**config.mk**
```make
export PLATFORM = sky130hd
export DESIGN_NAME = uart_rx_start
export DESIGN_NICKNAME = d
export VERILOG_FILES = /design/src/rtl/uart_pkg.sv /design/src/rtl/bit_sync.sv /design/src/rtl/uart_rx_start.sv
export SDC_FILE = /design/constraint.sdc
export NUM_CORES = 1
export LEC_CHECK = 0
export ABC_AREA = 1
export ABC_CLOCK_PERIOD_IN_PS = 1600
export CAP_MARGIN = 20
export CORE_MARGIN = 3
export CORE_UTILIZATION = 45
export DETAILED_ROUTE_END_ITERATION = 7
export DONT_BUFFER_PORTS = 1
export MAX_ROUTING_LAYER = met4
export PLACE_DENSITY = 0.59
export SLEW_MARGIN = 20
export SYNTH_ARGS = -nofsm -noshare
export SYNTH_HDL_FRONTEND = slang
export SYNTH_SLANG_ARGS = --single-unit
```
**constraint.sdc**
```tcl
create_clock -name i_Clk -period 1.6 [get_ports i_Clk]
set_input_delay 0.24 -clock i_Clk [delete_from_list [all_inputs] [get_ports i_Clk]]
set_output_delay 0.24 -clock i_Clk [all_outputs]
set_load 0.02 [all_outputs]
```
**src/rtl/uart_pkg.sv**
```systemverilog
// Shared types and constants for the UART receive path.
package uart_pkg;

  // Receiver FSM states.
  typedef enum logic [2:0] {
    IDLE,
    START,
    DATA,
    STOP,
    WAIT_HIGH
  } rx_state_t;

  // 25 MHz system clock at 115200 baud.
  localparam int unsigned c_CLKS_PER_BIT_115200 = 217;

  // Clock count from the falling edge to the middle of the start bit.
  function automatic int unsigned half_bit(input int unsigned clks_per_bit);
    return (clks_per_bit - 1) / 2;
  endfunction

endpackage

```
**src/rtl/bit_sync.sv**
```systemverilog
// Two-flop synchronizer for a single asynchronous input bit.
module bit_sync #(
  parameter logic ResetVal = 1'b1
) (
  input  logic clk_i,
  input  logic rst_ni,
  input  logic d_i,
  output logic q_o
);

  logic meta_q;
  logic sync_q;

  // Both stages reset to the line's idle level so reset never looks like an edge.
  always_ff @(posedge clk_i or negedge rst_ni) begin
    if (!rst_ni) begin
      meta_q <= ResetVal;
      sync_q <= ResetVal;
    end else begin
      meta_q <= d_i;
      sync_q <= meta_q;
    end
  end

  assign q_o = sync_q;

endmodule

```
**src/rtl/uart_rx_start.sv**
```systemverilog
// 8N1 UART receiver: one-cycle strobe per good byte, framing-error strobe,
// glitch rejection and line-break lockout.
module uart_rx_start
  import uart_pkg::*;
#(
  parameter int unsigned CLKS_PER_BIT = c_CLKS_PER_BIT_115200
) (
  input  logic       i_Clk,
  input  logic       i_Rst_L,
  input  logic       i_RX_Serial,
  output logic       o_RX_DV,
  output logic [7:0] o_RX_Byte,
  output logic       o_Frame_Err,
  output logic       o_Busy
);

  localparam int unsigned CntW = $clog2(CLKS_PER_BIT);
  localparam logic [CntW-1:0] CntLast = CntW'(CLKS_PER_BIT - 1);
  localparam logic [CntW-1:0] CntHalf = CntW'(half_bit(CLKS_PER_BIT));
  localparam logic [CntW-1:0] CntOne  = CntW'(1);

  logic            rx_s;
  rx_state_t       state_q;
  logic [CntW-1:0] clk_cnt_q;
  logic [2:0]      bit_idx_q;
  logic [7:0]      shift_q;
  logic [7:0]      rx_byte_q;
  logic            rx_dv_q;
  logic            frame_err_q;

  bit_sync #(
    .ResetVal(1'b1)
  ) u_rx_sync (
    .clk_i (i_Clk),
    .rst_ni(i_Rst_L),
    .d_i   (i_RX_Serial),
    .q_o   (rx_s)
  );

  // Frame FSM with registered strobes; the line is only looked at on counter points.
  always_ff @(posedge i_Clk or negedge i_Rst_L) begin
    if (!i_Rst_L) begin
      state_q     <= IDLE;
      clk_cnt_q   <= '0;
      bit_idx_q   <= '0;
      shift_q     <= '0;
      rx_byte_q   <= '0;
      rx_dv_q     <= 1'b0;
      frame_err_q <= 1'b0;
    end else begin
      rx_dv_q     <= 1'b0;
      frame_err_q <= 1'b0;
      unique case (state_q)
        IDLE: begin
          clk_cnt_q <= '0;
          bit_idx_q <= '0;
          if (!rx_s) begin
            state_q <= START;
          end
        end
        START: begin
          if (clk_cnt_q == CntHalf) begin
            clk_cnt_q <= '0;
            // A line already back high at mid start bit is a glitch.
            state_q   <= rx_s ? IDLE : DATA;
          end else begin
            clk_cnt_q <= clk_cnt_q + CntOne;
          end
        end
        DATA: begin
          if (clk_cnt_q == CntLast) begin
            clk_cnt_q          <= '0;
            shift_q[bit_idx_q] <= rx_s;
            if (bit_idx_q == 3'd7) begin
              state_q <= STOP;
            end else begin
              bit_idx_q <= bit_idx_q + 3'd1;
            end
          end else begin
            clk_cnt_q <= clk_cnt_q + CntOne;
          end
        end
        STOP: begin
          if (clk_cnt_q == CntLast) begin
            clk_cnt_q <= '0;
            if (rx_s) begin
              rx_byte_q <= shift_q;
              rx_dv_q   <= 1'b1;
              state_q   <= IDLE;
            end else begin
              frame_err_q <= 1'b1;
              state_q     <= WAIT_HIGH;
            end
          end else begin
            clk_cnt_q <= clk_cnt_q + CntOne;
          end
        end
        WAIT_HIGH: begin
          // Held-low line (break): do not re-arm until it returns high.
          clk_cnt_q <= '0;
          bit_idx_q <= '0;
          if (rx_s) begin
            state_q <= IDLE;
          end
        end
        default: begin
          state_q <= IDLE;
        end
      endcase
    end
  end

  assign o_RX_DV     = rx_dv_q;
  assign o_RX_Byte   = rx_byte_q;
  assign o_Frame_Err = frame_err_q;
  assign o_Busy      = (state_q != IDLE);

endmodule

```
[Word-level counts from Yosys, hierarchy flattened]
Index checks and enable logic that the tools add are counted.
Cells by class
  reduce and logical (&&, ||, !) cells: 11
  mux-type cells: 24
  equality and inequality tests: 14
  add/sub/neg operators: 2
  $lt $le $gt $ge: 2
Operators with widths (count)
  2-to-1 mux 3 bit: 9
  one-hot mux 8 bit (3 select lines): 1
  2-to-1 mux 8 bit: 2
  one-hot mux 3 bit (5 select lines): 1
  inequality test 2 bit (second input constant): 6
  adder 8 x 1 -> 8 bit (second input constant): 1
  bitwise mux 8 bit: 1
  equality test 8 x 7 -> 1 bit (second input constant): 1
  equality test 8 bit (second input constant): 1
  2-to-1 mux 1 bit: 7
  equality test 3 x 2 -> 1 bit (second input constant): 2
  equality test 3 bit (second input constant): 2
  one-hot mux 3 bit (2 select lines): 1
  AND reduction 3 bit: 2
  AND reduction 6 bit: 1
  nonzero test 3 bit: 2
  < comparator 3 x 4 -> 1 bit (second input constant): 1
  OR reduction 2 bit: 2
  adder 3 x 1 -> 3 bit (second input constant): 1
  demux 1 bit (select 3 bit): 1
  equality test 3 x 1 -> 1 bit (second input constant): 1
  >= comparator 3 x 1 -> 1 bit (second input constant): 1
  zero test 3 bit: 1
  2-to-1 mux 2 bit: 1
  other kinds (4): 4
Word-level totals
  bits in registers: 34
  word-level logic and storage cells: 62
  input port bits: 3
  output and inout bits: 11

[Longest topological paths before layout]
  word-level depth: 5
  depth in mapped cells: 10
  depth with buffers taken out: 9

[Modules after synthesis]
A second synthesis with hierarchy kept.
Unflattened totals
  cells, all modules: 223
  area, all modules: 1800.5 um2
By module, submodules not included
  uart_rx_start: area each 1747.9 um2, seq. area each 800.8 um2, times used 1, cells an instance 221
  bit_sync: area each 52.6 um2, seq. area each 52.6 um2, times used 1, cells an instance 2

[Least setup slack after synthesis]
OpenSTA, ideal clock, no wires.
  path type: register to register
  start point: register clk_cnt_q[0]
  end point: register shift_q[5]
  arrival time: 1357 ps
  cell stages (with the launch flop): 11
  setup slack: 126 ps
  period minus slack after synthesis: 1474 ps
  setup time: 117 ps
  data required time: 1483 ps
  buffers on the path: 1
  path through: dfrtp_1 -> inv_1 -> ha_1 -> nand2_1 -> nor2_4 -> nand2_4 -> nor2_8 -> buf_8 -> nand3_2 -> nand2_1 -> nand2_1
Between the ends
  longest elaborated chain between the ends: 2
RTL lines
  start, declared: line uart_rx_start.sv:24  | logic [CntW-1:0] clk_cnt_q;
  start signal, assigned: line uart_rx_start.sv:67  | clk_cnt_q <= clk_cnt_q + CntOne;
  start signal, assigned: line uart_rx_start.sv:80  | clk_cnt_q <= clk_cnt_q + CntOne;
  start signal, assigned: line uart_rx_start.sv:95  | clk_cnt_q <= clk_cnt_q + CntOne;
  equality test 8 bit: line uart_rx_start.sv:71  | if (clk_cnt_q == CntLast) begin
  AND reduction 2 bit (no source line)
  end signal, assigned by index: line uart_rx_start.sv:73  | shift_q[bit_idx_q] <= rx_s;
  end, declared: line uart_rx_start.sv:26  | logic [7:0] shift_q;
No other way between the ends.
A chain may end at the register's enable or synchronous reset.

[Worst setup path after layout]
  start point: register clk_cnt_q[0]
  end point: register shift_q[4]
The elaborated chain is that of the path after synthesis.

==> metrics.csv <==
metric,value,unit
fin_cells,303,
syn_to_final_growth,17.3,%
dpl-instance-area,1930,µm²
wl_per_cell,11.8,µm
slew_viol_final,0,
htreeDepth,2,
max_stage_delay,380,ps
drt-pass1-iter-count,4,
cts_tree,built,
die_x,70.2,µm
p_per_area,864,nW/µm²
track_usage,16.4,%
worst_ep_required_time,1780,ps
endpoint_kind,flop,
final_util,56.9,%
p_leak,1.24,nW
routed_wl,3590,µm
ir_drop,0.000402,V
yosysSeqAreaShare,46.0,%
fmax,681,MHz
cts_made_buffers,5,
io_buffers,0,
fin_tns_setup,0,ps
cp_max_fo,8,
cap_violations,0,
worstMarginPinSlew,282,ps
final.setup_skew,4.86,ps
hold_viol,0,
hold_slack,356,ps
multi_input_area,905,µm²
clock_latency,280,ps
yosys_warnings,0,
clk_path_buf_depth,2,
slowest_stage,dfrtp_1,
crit_chain,inv_2 > ha_4 > nand2_2 > nor2_4 > nand2_4 > nor2_8 > nand3_1 > nand2_1 > nand2_1,
relSlewSlack,81.1,%
grt_pass1_vias,1436,
grt_pass1_wl,6360,µm
rsz0062_at_grt,false,
die_h,70.2,µm
netlist_area,1860,µm²
grt_max_degree,35,
diodes,0,
layout_setup_ws,132,ps
floorplan.initialDensity,48.5,%
vias,1461,
worstSetupPathType,reg -> reg,
synthCells,240,
synth_nets,247,
min_period,1470,ps
ys_types,24,
setup_viol,0,
rows,22,
worstPathArrival,1650,ps
clock_sinks,34,
register_area,853,µm²
place_ws,28.2,ps
total_power,1.88,mW
ctsRootBufferMaster,clkbuf_8,
place_inst,290,
hp-class,reg -> reg,
stdcell_area,2180,µm²
async_flop_share,100,%
boundaryPins,14,
viasPerCell,4.82,
min_period_over_period,91.7,%
cts.clk_slew.worst_paths,70,ps
antenna_found_initial,0,
fillers,364,
drc,0,
drive_gt1_share,18.4,%
ant_nets,0,
crit_path_start_kind,flop,
synth_edf_count,0,
run_status,finished clean,
core_area,3830,µm²
place_congestion,0.845,
die_area,4930,µm²
nets,261,
crit_path_frequent_cell,nand2_1,
post-dp-hpwl,2460,µm
synth_area_per_cell,7.73,µm²
grt-ovfl-total,0,
synth_ff_type,dfrtp_1,
ys_ff_latch,34,
drt_iter0_markers,66,
## per-layer routing
metal	track usage [%]	share of wire, %	vias to the layer above
met5	-	0	-
li1	-	-	791
met2	24.4	43	27
met1	21.8	53	639
met4	5.11	0.81	0
met3	4.75	3.3	4
## layout make-up
cell class                      count  area share (%)
Tap cell                           48            2.76
Sequential cell                    34            39.2
Clock inverter                      2            2.76
Timing Repair Buffer               10            4.25
Inverter                           33            5.69
Multi-Input combinational cell    170            41.6
Clock buffer                        6            3.79
## repair_timing
action / 4_1_cts / 5_1_grt
hold buffers: 3 / 0
buffers inserted: 0 / 1
endpoints found under the setup margin: 0 / 24
hold endpoints to repair: 35 / 0
resized for setup: 0 / 12
## power breakdown
group | total (mW) | internal [mW] | leakage [nW] | switching [mW]
clock | 0.981 | 0.665 | 0.0714 | 0.316
combinational | 0.0347 | 0.0109 | 0.716 | 0.0238
sequential | 0.866 | 0.864 | 0.453 | 0.00262
## cells in the final DEF, fill, tap and decap left out, drive strengths merged
cell type,count
nor3,3
dfrtp,32
nand3,20
nor2,23
nand3b,1
dlygate4sd3,2
buf,8
ha,4
nand2,98
o21ai,8
inv,32
clkbuf,6
dfstp,2
bufinv,2
clkinv,1
nand4,12
a21oi,1
## state kept, by name (all words and copies together) (netlist names)
signal	cells
clk_cnt_q	8
o_RX_Byte	8
shift_q	8
bit_idx_q	3
state_q	3
o_Frame_Err	1
o_RX_DV	1
u_rx_sync.meta_q	1
u_rx_sync.q_o	1
## cell usage after synthesis, types with 3 or more instances
master / count / area share (%)
dfrtp_1: 32 / 43
ha_1: 4 / 2.7
inv_1: 28 / 5.7
inv_2: 4 / 0.81
nand2_1: 93 / 19
nand2_4: 3 / 1.8
nand3_1: 17 / 4.6
nand3_2: 3 / 1.6
nand4_1: 11 / 3.7
nor2_1: 17 / 3.4
nor3_1: 3 / 0.81
o21ai_0: 8 / 2.2
## cell families (layout without fill, tap and decap cells)
kind of cell               count (synthesis)  count (layout)  share of synthesized area [%]
DFF                                       34              34                           46.0
buffers and inverters                     37              51                           8.43
AOI/OAI and AO/OA                          9               9                           2.43
and+or+nand+nor                          156             157                           40.5
adders and majority gates                  4               4                           2.70
## worst max-delay path, delay by kind of cell (launching register included)
family,cells,cell delay (ps)
AND/OR/NAND/NOR,7,740
flip-flops,1,380
adder cells (fa/ha/maj),1,140
buffers and inverters,1,90
## final timing paths
path	startpoint	end	slack, ps	depth (start not counted)
max in group asynchronous	i_Rst_L	u_rx_sync.q_o	930	2
min in group asynchronous	i_Rst_L	shift_q[3]	430	2
worst max-delay path	clk_cnt_q[0]	shift_q[4]	130	9
worst min register to register	u_rx_sync.meta_q	u_rx_sync.q_o	360	0
worst min-delay path	u_rx_sync.meta_q	u_rx_sync.q_o	360	0
worst max register to register	clk_cnt_q[0]	shift_q[4]	130	9
Power figures use the tool's default switching activity.
